$ cat config.mk
export PLATFORM = sky130hd
export DESIGN_NAME = sprite_draw_ctrl
export DESIGN_NICKNAME = d
export VERILOG_FILES = /design/src/rtl/sprite_draw_ctrl_pkg.sv /design/src/rtl/sprite_draw_ctrl_raster_counter.sv /design/src/rtl/sprite_draw_ctrl.sv
export SDC_FILE = /design/constraint.sdc
export NUM_CORES = 1
export LEC_CHECK = 0
export CAP_MARGIN = 20
export CORE_UTILIZATION = 55
export CTS_CLUSTER_SIZE = 28
export DETAILED_ROUTE_END_ITERATION = 10
export PLACE_DENSITY_LB_ADDON = 0.12
export RECOVER_POWER = 25
export SLEW_MARGIN = 0
export SYNTH_ARGS = -nofsm -noshare
export SYNTH_HDL_FRONTEND = slang
export SYNTH_SLANG_ARGS = --single-unit
$ cat constraint.sdc
create_clock -name clk -period 3.8 [get_ports clk]
set_input_delay 0.76 -clock clk [delete_from_list [all_inputs] [get_ports clk]]
set_output_delay 0.76 -clock clk [all_outputs]
set_load 0.01 [all_outputs]
$ cat src/rtl/sprite_draw_ctrl_pkg.sv
// Shared types and constants for the sprite/screen draw controller.
package sprite_draw_ctrl_pkg;

  localparam int SCREEN_W = 160;
  localparam int SCREEN_H = 120;
  localparam int X_W      = 8;
  localparam int Y_W      = 7;
  localparam int ADDR_W   = 15;
  localparam int SEL_W    = 5;

  // Command encodings on drawMode; 2'b11 behaves like MODE_CLEAR.
  typedef enum logic [1:0] {
    MODE_SPRITE = 2'b00,
    MODE_SCREEN = 2'b01,
    MODE_CLEAR  = 2'b10
  } draw_mode_e;

  typedef enum logic [1:0] {
    ST_IDLE  = 2'd0,
    ST_SCAN  = 2'd1,
    ST_FLUSH = 2'd2,
    ST_DONE  = 2'd3
  } state_e;

  // One entry of the colour-latency delay line.
  typedef struct packed {
    logic [X_W-1:0] x;
    logic [Y_W-1:0] y;
    logic           valid;
  } pixel_t;

endpackage

$ cat src/rtl/sprite_draw_ctrl_raster_counter.sv
// Column/row raster counter with a linear pixel address; holds on the last pixel.
module raster_counter
  import sprite_draw_ctrl_pkg::*;
(
  input  logic              clk,
  input  logic              reset,
  input  logic              clear_i,
  input  logic              en_i,
  input  logic [X_W-1:0]    width_i,
  input  logic [Y_W-1:0]    height_i,
  output logic [X_W-1:0]    col_o,
  output logic [Y_W-1:0]    row_o,
  output logic [ADDR_W-1:0] addr_o,
  output logic              last_o
);

  logic [X_W-1:0]    col_q, col_d;
  logic [Y_W-1:0]    row_q, row_d;
  logic [ADDR_W-1:0] addr_q, addr_d;
  logic              col_end;

  assign col_end = (col_q == width_i - 8'd1);
  assign last_o  = col_end && (row_q == height_i - 7'd1);

  // Next raster position: advance while enabled, never past the last pixel.
  always_comb begin
    // NOTE: every always_comb output gets a default first so no path can infer a latch.
    col_d  = col_q;
    row_d  = row_q;
    addr_d = addr_q;
    if (clear_i) begin
      col_d  = '0;
      row_d  = '0;
      addr_d = '0;
    end else if (en_i && !last_o) begin
      addr_d = addr_q + 15'd1;
      if (col_end) begin
        col_d = '0;
        row_d = row_q + 7'd1;
      end else begin
        col_d = col_q + 8'd1;
      end
    end
  end

  // Counter registers.
  always_ff @(posedge clk) begin
    // NOTE: state registers use non-blocking assignments so all flops update together.
    if (reset) begin
      col_q  <= '0;
      row_q  <= '0;
      addr_q <= '0;
    end else begin
      col_q  <= col_d;
      row_q  <= row_d;
      addr_q <= addr_d;
    end
  end

  assign col_o  = col_q;
  assign row_o  = row_q;
  assign addr_o = addr_q;

endmodule

$ cat src/rtl/sprite_draw_ctrl.sv
// Draw command sequencer: rasters a rectangle, issues memory addresses and
// emits x/y/plot delayed by the colour read latency.
module sprite_draw_ctrl #(
  parameter int ROM_LATENCY = 1,
  parameter int SPRITE_W    = 40,
  parameter int SPRITE_H    = 40,
  parameter int SCREEN_W    = sprite_draw_ctrl_pkg::SCREEN_W,
  parameter int SCREEN_H    = sprite_draw_ctrl_pkg::SCREEN_H
) (
  input  logic        clk,
  input  logic        reset,
  input  logic        drawReq,
  input  logic [1:0]  drawMode,
  input  logic [4:0]  memorySelIn,
  input  logic [7:0]  xOrigin,
  input  logic [6:0]  yOrigin,
  output logic        busy,
  output logic        drawDone,
  output logic [14:0] memAddr,
  output logic [4:0]  memorySel,
  output logic        black,
  output logic [7:0]  x,
  output logic [6:0]  y,
  output logic        plot
);

  import sprite_draw_ctrl_pkg::*;

  localparam logic [8:0] CLIP_X     = 9'(SCREEN_W);
  localparam logic [7:0] CLIP_Y     = 8'(SCREEN_H);
  localparam logic [1:0] FLUSH_LAST = 2'(ROM_LATENCY - 1);

  state_e         state_q, state_d;
  logic [1:0]     flush_q, flush_d;
  logic [X_W-1:0] width_q, width_d, x_org_q, x_org_d;
  logic [Y_W-1:0] height_q, height_d, y_org_q, y_org_d;
  logic [SEL_W-1:0] sel_q, sel_d;
  logic           black_q, black_d;
  logic           accept, scan, sprite_cmd, last_pix;
  logic [X_W-1:0] col;
  logic [Y_W-1:0] row;
  logic [8:0]     sum_x;
  logic [7:0]     sum_y;
  pixel_t         pix_in;
  pixel_t         pipe_q [ROM_LATENCY];

  assign accept     = (state_q == ST_IDLE) && drawReq;
  assign scan       = (state_q == ST_SCAN);
  assign sprite_cmd = (drawMode == MODE_SPRITE);

  // Next state: scan the raster, drain the colour latency, pulse done.
  always_comb begin
    state_d = state_q;
    flush_d = flush_q;
    unique case (state_q)
      ST_IDLE:  if (drawReq) state_d = ST_SCAN;
      ST_SCAN: begin
        if (last_pix) begin
          state_d = ST_FLUSH;
          flush_d = '0;
        end
      end
      ST_FLUSH: begin
        if (flush_q == FLUSH_LAST) state_d = ST_DONE;
        else                       flush_d = flush_q + 2'd1;
      end
      ST_DONE:  state_d = ST_IDLE;
      default:  state_d = ST_IDLE;
    endcase
  end

  // Command capture on acceptance; full-screen modes force the origin to 0.
  always_comb begin
    width_d  = width_q;
    height_d = height_q;
    x_org_d  = x_org_q;
    y_org_d  = y_org_q;
    sel_d    = sel_q;
    black_d  = black_q;
    if (accept) begin
      width_d  = sprite_cmd ? 8'(SPRITE_W) : 8'(SCREEN_W);
      height_d = sprite_cmd ? 7'(SPRITE_H) : 7'(SCREEN_H);
      x_org_d  = sprite_cmd ? xOrigin : '0;
      y_org_d  = sprite_cmd ? yOrigin : '0;
      sel_d    = memorySelIn;
      black_d  = !sprite_cmd && (drawMode != MODE_SCREEN);
    end
  end

  // Control and command registers.
  always_ff @(posedge clk) begin
    if (reset) begin
      state_q  <= ST_IDLE;
      flush_q  <= '0;
      width_q  <= '0;
      height_q <= '0;
      x_org_q  <= '0;
      y_org_q  <= '0;
      sel_q    <= '0;
      black_q  <= 1'b0;
    end else begin
      state_q  <= state_d;
      flush_q  <= flush_d;
      width_q  <= width_d;
      height_q <= height_d;
      x_org_q  <= x_org_d;
      y_org_q  <= y_org_d;
      sel_q    <= sel_d;
      black_q  <= black_d;
    end
  end

  raster_counter u_raster (
    .clk      (clk),
    .reset    (reset),
    .clear_i  (accept),
    .en_i     (scan),
    .width_i  (width_q),
    .height_i (height_q),
    .col_o    (col),
    .row_o    (row),
    .addr_o   (memAddr),
    .last_o   (last_pix)
  );

  // Screen coordinate of the current pixel; off-screen pixels are not plotted.
  always_comb begin
    sum_x        = {1'b0, x_org_q} + {1'b0, col};
    sum_y        = {1'b0, y_org_q} + {1'b0, row};
    pix_in.x     = sum_x[7:0];
    pix_in.y     = sum_y[6:0];
    pix_in.valid = scan && (sum_x < CLIP_X) && (sum_y < CLIP_Y);
  end

  // Delay line matching the colour read latency.
  always_ff @(posedge clk) begin
    // NOTE: this array is reset because a stale valid bit after reset would plot a pixel.
    if (reset) begin
      for (int i = 0; i < ROM_LATENCY; i++) pipe_q[i] <= '0;
    end else begin
      pipe_q[0] <= pix_in;
      for (int i = 1; i < ROM_LATENCY; i++) pipe_q[i] <= pipe_q[i-1];
    end
  end

  assign busy      = (state_q == ST_SCAN) || (state_q == ST_FLUSH);
  assign drawDone  = (state_q == ST_DONE);
  assign memorySel = sel_q;
  assign black     = black_q;
  assign x         = pipe_q[ROM_LATENCY-1].x;
  assign y         = pipe_q[ROM_LATENCY-1].y;
  assign plot      = pipe_q[ROM_LATENCY-1].valid;

endmodule
After elaboration in Yosys (flattened, before gate mapping)
Memories as Yosys holds them, arrays and structs flattened.
Cells that the tools add are included.
{ "totals": {"ff_bits": 70, "latch_bits": 0, "ram_bits": 16, "mem_bits_ro": 0, "in_bits": 25, "output_inout_bits": 39, "word_cells": 67, "memories": 1} }
{ "memory_table": {"columns": ["memory", "depth", "word_bits", "rd", "rd_clocked_by_memory_dff", "wr", "line_no", "source"], "rows": [
  ["pipe_q", 1, 16, 1, 0, 1, "sprite_draw_ctrl.sv:45", "pixel_t pipe_q [ROM_LATENCY];"]
]} }
{ "classes": {"addsub": 8, "n_mul": 0, "div_mod_pow": 0, "magnitude_cmp": 2, "n_eq_ne": 10, "shifts": 0, "n_mux": 17, "bitwise_logic": 0, "n_reduce_logical": 18} }
{ "ops": {"columns": ["operator", "count"], "rows": [
  ["$mux 8", 3],
  ["$mux 16", 1],
  ["$reduce_or 16->1", 1],
  ["$add 15x1->15 const B", 1],
  ["$mux 7", 2],
  ["$mux 2", 5],
  ["$add 8x8->9", 1],
  ["$lt 9x8->1 const B", 1],
  ["$add 7x7->8", 1],
  ["$add 8x1->8 const B", 1],
  ["$eq 8x8->1", 1],
  ["$lt 8x7->1 const B", 1],
  ["$pmux 2 s4", 1],
  ["$sub 8x1->8 const B", 1],
  ["$add 7x1->7 const B", 1],
  ["$eq 7x7->1", 1],
  ["$sub 7x1->7 const B", 1],
  ["$logic_and 1x1->1", 6],
  ["$logic_not 2->1", 3],
  ["$ne 2x2->1 const B", 3],
  ["$reduce_and 3->1", 2],
  ["$eq 2x2->1 const B", 2],
  ["$mux 1", 4],
  ["$ne 2x1->1 const B", 2],
  ["8 further kinds", 9]
]} }

Depth between registers and ports, before layout
Gate-level depths: netlist of the first run.
{ "depth": {"ltp_word": 6, "ltp_mapped": 9, "depth_no_buf": 9} }

Cells and area by module
From an unflattened synthesis of the first run, not the netlist that was laid out.
{ "unflattened": {"hier_cells": 484, "area_unflattened_um2": 4165.2} }
{ "modules_own_cells": {"columns": ["mod", "instances", "cells_each", "area_each_um2", "seq_area_each_um2"], "rows": [
  ["sprite_draw_ctrl", 1, 241, 2167.1, 880.8],
  ["raster_counter", 1, 243, 1998.2, 600.6]
]} }

Worst setup path after synthesis of the first run
Ideal clock, no wire load.
{ "synth_timing": {"path_type": "reg2reg", "from": "register u_raster.col_q[0] (netlist: u_raster.col_o[0])", "to": "memory pipe_q[0][0] (netlist name)", "arrival_time_ns": 1.963, "required_ns": 3.684, "setup_slack_ns": 1.721, "path_stages_with_launch": 10, "path_buffers": 0, "period_less_slack_ns": 2.079, "cell_sequence": "dfxtp_1 ha_1 inv_1 fa_1 nor2b_1 o31a_1 nor3_1 xor2_1 a311o_1 and3_1"} }
{ "synth_via": {"elab_chain_cells": 5} }
{ "synth_lines": {"columns": ["item", "line_no", "source"], "rows": [
  ["start, declared", "sprite_draw_ctrl_raster_counter.sv:17", "logic [X_W-1:0] col_q, col_d;"],
  ["start signal, assigned", "sprite_draw_ctrl_raster_counter.sv:54", "col_q <= col_d;"],
  ["$add 8x8->9", "sprite_draw_ctrl.sv:128", "sum_x = {1'b0, x_org_q} + {1'b0, col};"],
  ["$lt 9x8->1", "sprite_draw_ctrl.sv:132", "pix_in.valid = scan && (sum_x < CLIP_X) && (sum_y < CLIP_Y);"],
  ["$logic_and 1x1->1 (2 in a row)", "sprite_draw_ctrl.sv:132", null],
  ["$mux 16 (no line)", null, null],
  ["end, declared", "sprite_draw_ctrl.sv:45", null]
]} }
No other way between the ends.

==> flow_metrics.env, run 1 <==
export IMPL_power_density_nw_per_um2=495.1
export IMPL_fin_crit_sh=0.7251
export IMPL_ctsHoldBuffers=0
export IMPL_core_rowCount=29
export IMPL_cp_start_kind="input port"
export IMPL_io_buffers=63
export IMPL_drc_errors=0
export IMPL_clkLatencyLatePin_ns=0.35
export IMPL_vias=3010
export IMPL_firstDrtPassIters=4
export IMPL_max_freq_ghz=0.3629
export IMPL_die_w_um=83.23
export IMPL_grt_pass1_wl_um=13390
export IMPL_min_path_type="flip-flop to flip-flop"
export IMPL_yosysTopAreaCell="dfxtp_1"
export IMPL_die_h_um=83.23
export IMPL_cts_buffers_inserted=9
export IMPL_crit_type="input port to flip-flop"
export IMPL_postCtsResizedCells=0
export IMPL_syn2layout_area_growth_pct=27.14
export IMPL_fin_skew_ns=0.007130
export IMPL_wl_per_cell_um=14.59
export IMPL_path_clk_slew_ns=0.07
export IMPL_yosys_mux_area_fraction=0.01414
export IMPL_io_pins=64
export IMPL_tritoncts="yes"
export IMPL_synthFlopType="dfxtp_1"
export IMPL_start_util=0.5714
export IMPL_setup_viol=0
export IMPL_syn_nets=451
export IMPL_drt_vias_per_instance=5.533
export IMPL_core_area_sq_um=6350
export IMPL_dr_first_iter_drc_count=136
export IMPL_drv_slew=0
export IMPL_fillCellCount=469
export IMPL_slew_headroom=0.3479
export IMPL_synth_top_family_by_area="simple AND/OR/NAND/NOR gates"
export IMPL_dp_cells=528
export IMPL_r2r_slack_ns=1.39
export IMPL_p_leak_nw=1.824
export IMPL_end_kind="flip-flop"
export IMPL_synth_simple_area_share=0.2010
export IMPL_gp_congestion=0.8228
export IMPL_fin_nets=516
export IMPL_startpoint="reset"
export IMPL_synthXorXnorAreaFrac=0.08690
export IMPL_dp_hpwl_um=5769
export IMPL_clock_sinks=74
export IMPL_peakVddDrop_mv=0.4181
export IMPL_first_global_vias=2914
export IMPL_tightest_slew_ns=0.9781
export IMPL_rsz0062_at_grt="false"
export IMPL_hold_ws_ns=0.4561
export IMPL_power_mw=2.284
export IMPL_post_cts_buffers=0
export IMPL_critical_path_required_ns=4.04
export IMPL_finalNonFillerCells=544
export IMPL_grt_ovfl_total=0
export IMPL_synthArstFlopShare=0
export IMPL_synth_compound_area_frac=0.1483
export IMPL_ant_nets=0
export IMPL_cts_max_level=3
export IMPL_status="finished clean"
export IMPL_drv_cap=0
export IMPL_r2r_start="u_raster.col_o[0]"
export IMPL_yosysSeqAreaShare=0.4083
export IMPL_hold_violations=0
export IMPL_ys_top_cells_by_area="dfxtp_1 41%, ha_1 9.3%, xnor2_1 5.1%, nor2_1 4.7%, xor2_1 3.6%"
export IMPL_floorplan_die_area_sq_um=6926
export IMPL_syn_cell_area_sq_um=3628
export IMPL_ys_ff_latch=74
export IMPL_syn_avg_cell_area_sq_um=9.140
export IMPL_hold_path_startpoint="memorySel[2]"
export IMPL_cts_root_buf="clkbuf_8"
export IMPL_synth_edf_count=0
export IMPL_min_period_ns=2.755
export IMPL_drt_wl_total_um=7937
export IMPL_synth_top_area_share=0.4083
export IMPL_drive_gt1_frac=0.07281
export IMPL_ys_warn_count=0
export IMPL_track_usage=0.2399
export IMPL_antenna_found_initial=0
export IMPL_fin_setup_tns_ns=0
export IMPL_diodes=0
export IMPL_arrival_ns=3.00
export IMPL_crit_fanout=20
export IMPL_grt_max_degree=22
export IMPL_cts_buffer_depth=2
export IMPL_synthCells=397
export IMPL_synth_fa_ha_area_frac=0.1041
export IMPL_synth_cell_types=53
==> sequential cells by signal (all words and copies together) (netlist names) <==
name and cells:
pipe_q 16, u_raster.addr_o 15, u_raster.col_o 8, x_org_q 8
u_raster.row_o 7, y_org_q 7, memorySel 5, flush_q 2
state_q 2, width_q 2, black 1, height_q 1
==> final timing paths <==
kind                                     end  depth (start not counted)
worst min register to register  memorySel[2]                          2
worst max register to register  pipe_q[0][0]                          9
worst min-delay path            memorySel[2]                          2
worst max-delay path              y_org_q[5]                          5
==> cells in the final DEF (no fill, tap or decap), types with 14 or more instances in the layout <==
cell and instances:
a22o_1 14, dfxtp_1 74, nor3_1 14, xor2_1 15, nand2_1 34, clkdlybuf4s50_1 53
inv_1 18, xnor2_1 21, a21oi_1 21, nor2_1 45, ha_1 27
==> layout make-up <==
class	count	area (sq um)	share of cell area
repair buffers	69	671.9	0.1456
flip-flops and latches	74	1481	0.3211
multi-input cells	290	2029	0.4399
clock inverters	5	125.1	0.02712
well taps	77	96.34	0.02088
inverters	18	67.56	0.01465
clock buffers	11	141.4	0.03065
==> kinds of logic (layout without fill, tap and decap cells) <==
family / after synthesis / count (layout)
adders and majority gates: 29 / 29
AOI/OAI and AO/OA: 74 / 74
xor gates and xnor gates: 36 / 36
and+or+nand+nor: 146 / 146
buffers and inverters: 33 / 103
muxes: 5 / 5
DFF: 74 / 74
==> through the flow <==
step | util | setup WS (ns) | area, sq um
2_1_floorplan | - | 1.721 | 3628
3_3_place_gp | 0.6851 | 1.203 | 4350
3_5_place_dp | 0.6851 | 1.169 | 4350
4_1_cts | 0.7271 | 1.311 | 4617
5_1_grt | 0.7265 | 0.8824 | 4613
6_report | 0.7265 | 1.045 | 4613
==> power by group <==
group | internal (mW) | leakage [nW] | total, mW | switching [mW]
sequential | 0.836 | 0.599 | 0.886 | 0.0492
combinational | 0.257 | 1.09 | 0.590 | 0.334
clock | 0.520 | 0.134 | 0.808 | 0.288
==> synth_stat cells, types with 3 or more instances <==
library cell and number:
and4_1 3, nand4_1 6, nand2_1 34, clkbuf_1 8
xnor2_1 21, xor2_1 15, nor2_1 45, and2_1 3
nor2b_1 6, buf_2 3, and3_1 6, a211oi_1 8
o21ai_0 6, nor3_1 14, nand3_1 9, dfxtp_1 74
a22o_1 14, nor4_1 3, nor4_2 3, mux2i_1 4
a21oi_1 21, o21a_1 5, ha_1 27, inv_1 18
==> routing by layer <==
metal | up-vias | GRT usage | share of wire
met5 | - | 0 | 0
met4 | 0 | 0.1082 | 0.017
met3 | 13 | 0.04473 | 0.044
met2 | 66 | 0.3852 | 0.47
met1 | 1414 | 0.3134 | 0.46
li1 | 1517 | - | -
==> critical path: stages <==
cell	delay, ns
dlygate4sd3_1	0.85
clkbuf_1	0.78
nor4_2	0.13
buf_4	0.23
a22o_1	0.23
Note: power is estimated with default switching activity, not from simulation.
==> run 2: changes to the inputs <==
--- a/config.mk
+++ b/config.mk
@@ -6,7 +6,7 @@
 export NUM_CORES = 1
 export LEC_CHECK = 0
 export CAP_MARGIN = 20
-export CORE_UTILIZATION = 55
+export CORE_UTILIZATION = 48
 export CTS_CLUSTER_SIZE = 28
 export DETAILED_ROUTE_END_ITERATION = 10
 export PLACE_DENSITY_LB_ADDON = 0.12
==> constraint.sdc (replaced) <==
create_clock -name clk -period 2.4 [get_ports clk]
set_input_delay 0.48 -clock clk [delete_from_list [all_inputs] [get_ports clk]]
set_output_delay 0.48 -clock clk [all_outputs]
set_load 0.01 [all_outputs]
==> flow_metrics.env, run 2 (same netlist as run 1, synthesis figures left out) <==
export IMPL_status="finished clean"
export IMPL_crit_type="flip-flop to flip-flop"
export IMPL_track_usage=0.2112
export IMPL_fillCellCount=656
export IMPL_holdPathEnd="black"
export IMPL_dpl_worst_slack_ns=0.1137
export IMPL_cp_top_family="compound AO/OA/AOI/OAI gates"
export IMPL_dr_first_iter_drc_count=101
export IMPL_final_cell_mix="74 x dfxtp_1, 51 x clkdlybuf4s50_1, 45 x nor2_1"
export IMPL_r2r_start="width_q[5]"
export IMPL_rsz0062_at_grt="false"
export IMPL_largest_reg_flops=16
export IMPL_drc_errors=0
export IMPL_r2r_end="u_raster.addr_o[14]"
export IMPL_io_pins=64
export IMPL_setup_ws_ns=0.1493
export IMPL_arrival_ns=2.52
export IMPL_hold_violations=0
export IMPL_min_path_cells=2
export IMPL_reg2reg_depth=9
export IMPL_min_path_type="flip-flop to flip-flop"
export IMPL_drt_wl_total_um=8066
export IMPL_peakVddDrop_mv=0.3528
export IMPL_p_leak_nw=1.849
export IMPL_fin_skew_ns=0.006904
export IMPL_cp_num_buf_inv=2
export IMPL_gp_congestion=0.8133
export IMPL_r2r_slack_ns=0.15
export IMPL_cpPeakStageDelay_ns=0.48
export IMPL_clkLatencyLatePin_ns=0.35
export IMPL_final_common_cell="dfxtp_1"
export IMPL_vias=3065
export IMPL_clock_sinks=74
export IMPL_drive_gt1_frac=0.09015
export IMPL_cts_buffers_inserted=9
export IMPL_tritoncts="yes"
export IMPL_power_density_nw_per_um2=714.3
export IMPL_io_buffers=63
export IMPL_cp_slowest_cell="o41ai_4"
export IMPL_grt_pass1_wl_um=12750
export IMPL_path_clk_slew_ns=0.07
export IMPL_die_w_um=88.95
export IMPL_floorplan_die_area_sq_um=7911
export IMPL_critical_path_required_ns=2.67
export IMPL_grt_max_degree=17
export IMPL_grt_ovfl_total=0
export IMPL_power_mw=3.313
export IMPL_syn2layout_area_growth_pct=27.83
export IMPL_die_h_um=88.95
export IMPL_drt_vias_per_instance=5.321
export IMPL_hold_path_startpoint="black"
export IMPL_drv_cap=0
export IMPL_cp_start_kind="flip-flop"
export IMPL_dp_hpwl_um=5946
export IMPL_drv_slew=0
export IMPL_core_rowCount=31
export IMPL_min_period_ns=2.251
export IMPL_start_util=0.4976
export IMPL_setup_viol=0
export IMPL_tightest_slew_ns=0.4375
export IMPL_ctsHoldBuffers=0
export IMPL_fin_nets=527
export IMPL_wl_per_cell_um=14.00
export IMPL_fin_setup_tns_ns=0
export IMPL_core_area_sq_um=7292
export IMPL_end_kind="flip-flop"
export IMPL_ant_nets=0
export IMPL_first_global_vias=2860
export IMPL_cts_buffer_depth=2
export IMPL_slew_headroom=0.7000
export IMPL_firstDrtPassIters=4
export IMPL_worstPathCellList="inv_1 > ha_1 > xnor2_1 > nand3_1 > o41ai_4 > buf_4 > nor2_2 > a21bo_1 > a21oi_1"
export IMPL_largest_register="pipe_q"
export IMPL_cts_max_level=3
export IMPL_crit_fanout=6
export IMPL_cts_root_buf="clkbuf_8"
export IMPL_hold_ws_ns=0.4555
export IMPL_antenna_found_initial=0
export IMPL_fin_crit_sh=0.9378
export IMPL_max_freq_ghz=0.4443
export IMPL_diodes=0
[run 2: layer usage]
layer  vias up  routed length, um  track usage
li1       1542                  -            -
met1      1445               3811       0.2610
met2        64               3808       0.3587
met3        14                322      0.05910
met4         0                124      0.06638
met5         -                  0            0
[run 2: report_power, final]
group          internal (mW)  leakage, nW  switching, mW  total [mW]
logic                  0.448         1.15          0.544       0.991
registers               1.32        0.599         0.0681        1.39
clock network          0.500       0.0962          0.428       0.929
[run 2: worst max path at each step]
| stage | start | endpoint | slack (ns) | cells after the start |
|---|---|---|---|---|
| floorplan | u_raster.col_o[0] | pipe_q[0][0] | 0.32 | 9 |
| global placement | width_q[5] | u_raster.addr_o[14] | 0.22 | 9 |
| CTS | width_q[5] | u_raster.addr_o[14] | 0.07 | 9 |
| global route | width_q[5] | u_raster.addr_o[5] | 0.02 | 9 |
| finish | width_q[5] | u_raster.addr_o[14] | 0.15 | 9 |
| detailed placement | u_raster.row_o[0] | pipe_q[0][0] | 0.11 | 8 |
[run 2: area by class of cell]
cell class	count	area, sq um	share of cell area
clock buffer	12	145.1	0.03129
inverter	18	67.56	0.01457
tap	99	123.9	0.02671
multi-input combinational	290	2029	0.4376
timing repair buffer	80	750.7	0.1619
sequential	74	1481	0.3194
clock inverter	3	40.04	0.008632
[run 2: through the flow]
stage | std cells | util | area (sq um)
3_5_place_dp | 561 | 0.6117 | 4461
5_1_grt | 576 | 0.6361 | 4638
6_report | 576 | 0.6361 | 4638
4_1_cts | 576 | 0.6371 | 4646
3_3_place_gp | 561 | 0.6117 | 4461
2_1_floorplan | 397 | - | 3628
[run 2: worst reg2reg max path: stages (launching register included)]
cell     delay, ns
dfxtp_1       0.38
inv_1         0.10
ha_1          0.31
xnor2_1       0.13
nand3_1       0.20
o41ai_4       0.48
buf_4         0.24
nor2_2        0.06
a21bo_1       0.17
a21oi_1       0.13
[run 2: what timing repair did]
item | in CTS | in global routing
buffers inserted | 0 | 0
setup endpoints to repair | 0 | 15
resized for setup | 0 | 2
==> run 3: changes to the inputs <==
--- a/config.mk
+++ b/config.mk
@@ -9,6 +9,7 @@
 export CORE_UTILIZATION = 48
 export CTS_CLUSTER_SIZE = 28
 export DETAILED_ROUTE_END_ITERATION = 10
+export GPL_TIMING_DRIVEN = 0
 export PLACE_DENSITY_LB_ADDON = 0.12
 export RECOVER_POWER = 25
 export SLEW_MARGIN = 0
==> flow_metrics.env, run 3 (same netlist as run 1, synthesis figures left out) <==
export IMPL_status="finished clean"
export IMPL_firstDrtPassIters=4
export IMPL_io_pins=64
export IMPL_end_kind="flip-flop"
export IMPL_fin_skew_ns=0.009585
export IMPL_first_global_vias=2682
export IMPL_min_path_type="flip-flop to flip-flop"
export IMPL_antenna_found_initial=0
export IMPL_dp_hpwl_um=6004
export IMPL_wl_per_cell_um=14.45
export IMPL_cts_root_buf="clkbuf_8"
export IMPL_min_period_ns=2.232
export IMPL_drc_errors=0
export IMPL_die_w_um=88.95
export IMPL_dr_first_iter_drc_count=103
export IMPL_cp_slowest_cell="fa_1"
export IMPL_clock_sinks=74
export IMPL_vias=3043
export IMPL_crit_type="flip-flop to flip-flop"
export IMPL_cts_max_level=3
export IMPL_fin_nets=525
export IMPL_die_h_um=88.95
export IMPL_peakVddDrop_mv=0.3478
export IMPL_max_freq_ghz=0.4479
export IMPL_crit_fanout=5
export IMPL_tightest_slew_ns=0.6110
export IMPL_largest_register="pipe_q"
export IMPL_core_rowCount=31
export IMPL_hold_ws_ns=0.4575
export IMPL_rsz0062_at_grt="false"
export IMPL_tritoncts="yes"
export IMPL_setup_ws_ns=0.1676
export IMPL_setup_viol=0
export IMPL_worstPathCellList="ha_1 > fa_1 > a211oi_2 > o2bb2ai_1 > nor4_1 > nor3b_1 > a21oi_1 > and3_1"
export IMPL_seq_area_sq_um=1483
export IMPL_cts_buffers_inserted=9
export IMPL_dpl_worst_slack_ns=-0.3570
export IMPL_ant_nets=0
export IMPL_power_density_nw_per_um2=703.8
export IMPL_io_buffers=63
export IMPL_place_area_sq_um=4383
export IMPL_path_clk_slew_ns=0.08
export IMPL_drt_wl_total_um=8306
export IMPL_cpPeakStageDelay_ns=0.43
export IMPL_drive_gt1_frac=0.08403
export IMPL_core_area_sq_um=7292
export IMPL_syn2layout_area_growth_pct=26.55
export IMPL_diodes=0
export IMPL_drt_vias_per_instance=5.292
export IMPL_final_cell_mix="73 x dfxtp_1, 44 x nor2_1, 38 x clkdlybuf4s50_1"
export IMPL_cp_top_family="simple AND/OR/NAND/NOR gates"
export IMPL_track_usage=0.2151
export IMPL_grt_ovfl_total=0
export IMPL_fin_crit_sh=0.9302
export IMPL_start_util=0.4976
export IMPL_slew_headroom=0.5926
export IMPL_arrival_ns=2.47
export IMPL_cp_start_kind="flip-flop"
export IMPL_drv_cap=0
export IMPL_post_cts_buffers=0
export IMPL_critical_path_required_ns=2.64
export IMPL_p_leak_nw=1.854
export IMPL_drv_slew=0
export IMPL_design_area_sq_um=4592
export IMPL_cts_buffer_depth=2
export IMPL_fillCellCount=664
export IMPL_clkLatencyLatePin_ns=0.34
export IMPL_multi_input_area_sq_um=2039
export IMPL_grt_max_degree=14
export IMPL_largest_reg_flops=16
export IMPL_grt_pass1_wl_um=12790
export IMPL_gp_congestion=0.8575
export IMPL_floorplan_die_area_sq_um=7911
export IMPL_cp_num_buf_inv=0
export IMPL_hold_violations=0
export IMPL_final_common_cell="dfxtp_1"
[run 3: cell types whose count changed in the layout (fill, tap and decap cells not counted), sizes merged]
cell	before	now
clkdlybuf4s50	51	38
clkbuf	15	18
bufinv	1	0
dlygate4sd3	12	25
clkinv	2	5
inv	18	19
buf	14	7
[run 3: where the power goes]
group | internal, mW | switching [mW]
clock network | 0.405 | 0.467
logic | 0.406 | 0.550
registers | 1.33 | 0.0782
[run 3: layer usage]
| metal | GRT usage | up-vias | wire length [um] |
|---|---|---|---|
| met3 | 0.03878 | 9 | 348 |
| li1 | - | 1542 | - |
| met4 | 0.09380 | 0 | 126 |
| met2 | 0.3483 | 74 | 3770 |
| met1 | 0.2828 | 1418 | 4061 |
| met5 | 0 | - | 0 |
[run 3: timing repair]
item,in CTS,in global routing
hold buffers,0,0
endpoints found under the setup margin,11,18
endpoints found under the hold margin,0,0
cloned,0,0
pin swaps,0,1
resized for setup,2,6
[run 3: final timing paths]
check               startpoint      endpoint  slack (ns)  depth (start not counted)
max          u_raster.row_o[0]  pipe_q[0][0]        0.17                          8
max reg2reg  u_raster.row_o[0]  pipe_q[0][0]        0.17                          8
min               memorySel[1]  memorySel[1]        0.46                          2
min reg2reg       memorySel[1]  memorySel[1]        0.46                          2
[run 3: worst min-delay path: stages, from the launching register on]
cell and delay (ns):
dfxtp_1 0.31, nand2_1 0.05, a21oi_1 0.05
[run 3: final cells by class]
cell class | count | area share
multi-input combinational | 290 | 0.4441
clock inverter | 6 | 0.008992
sequential | 74 | 0.3229
inverter | 18 | 0.01471
tap | 99 | 0.02698
buffer | 15 | 0.01499
clock buffer | 10 | 0.02997
timing repair buffer | 63 | 0.1373
[run 3: metrics by stage]
step / std cells / util / setup TNS, ns / total power, mW
6_report: 575 / 0.6297 / 0 / 3.232
5_1_grt: 575 / 0.6297 / 0 / 3.436
4_1_cts: 575 / 0.6268 / 0 / 3.264
3_5_place_dp: 559 / 0.6011 / -3.828 / 2.385
3_3_place_gp: 559 / 0.6011 / -4.257 / 2.353
2_1_floorplan: 397 / - / 0 / 2.027
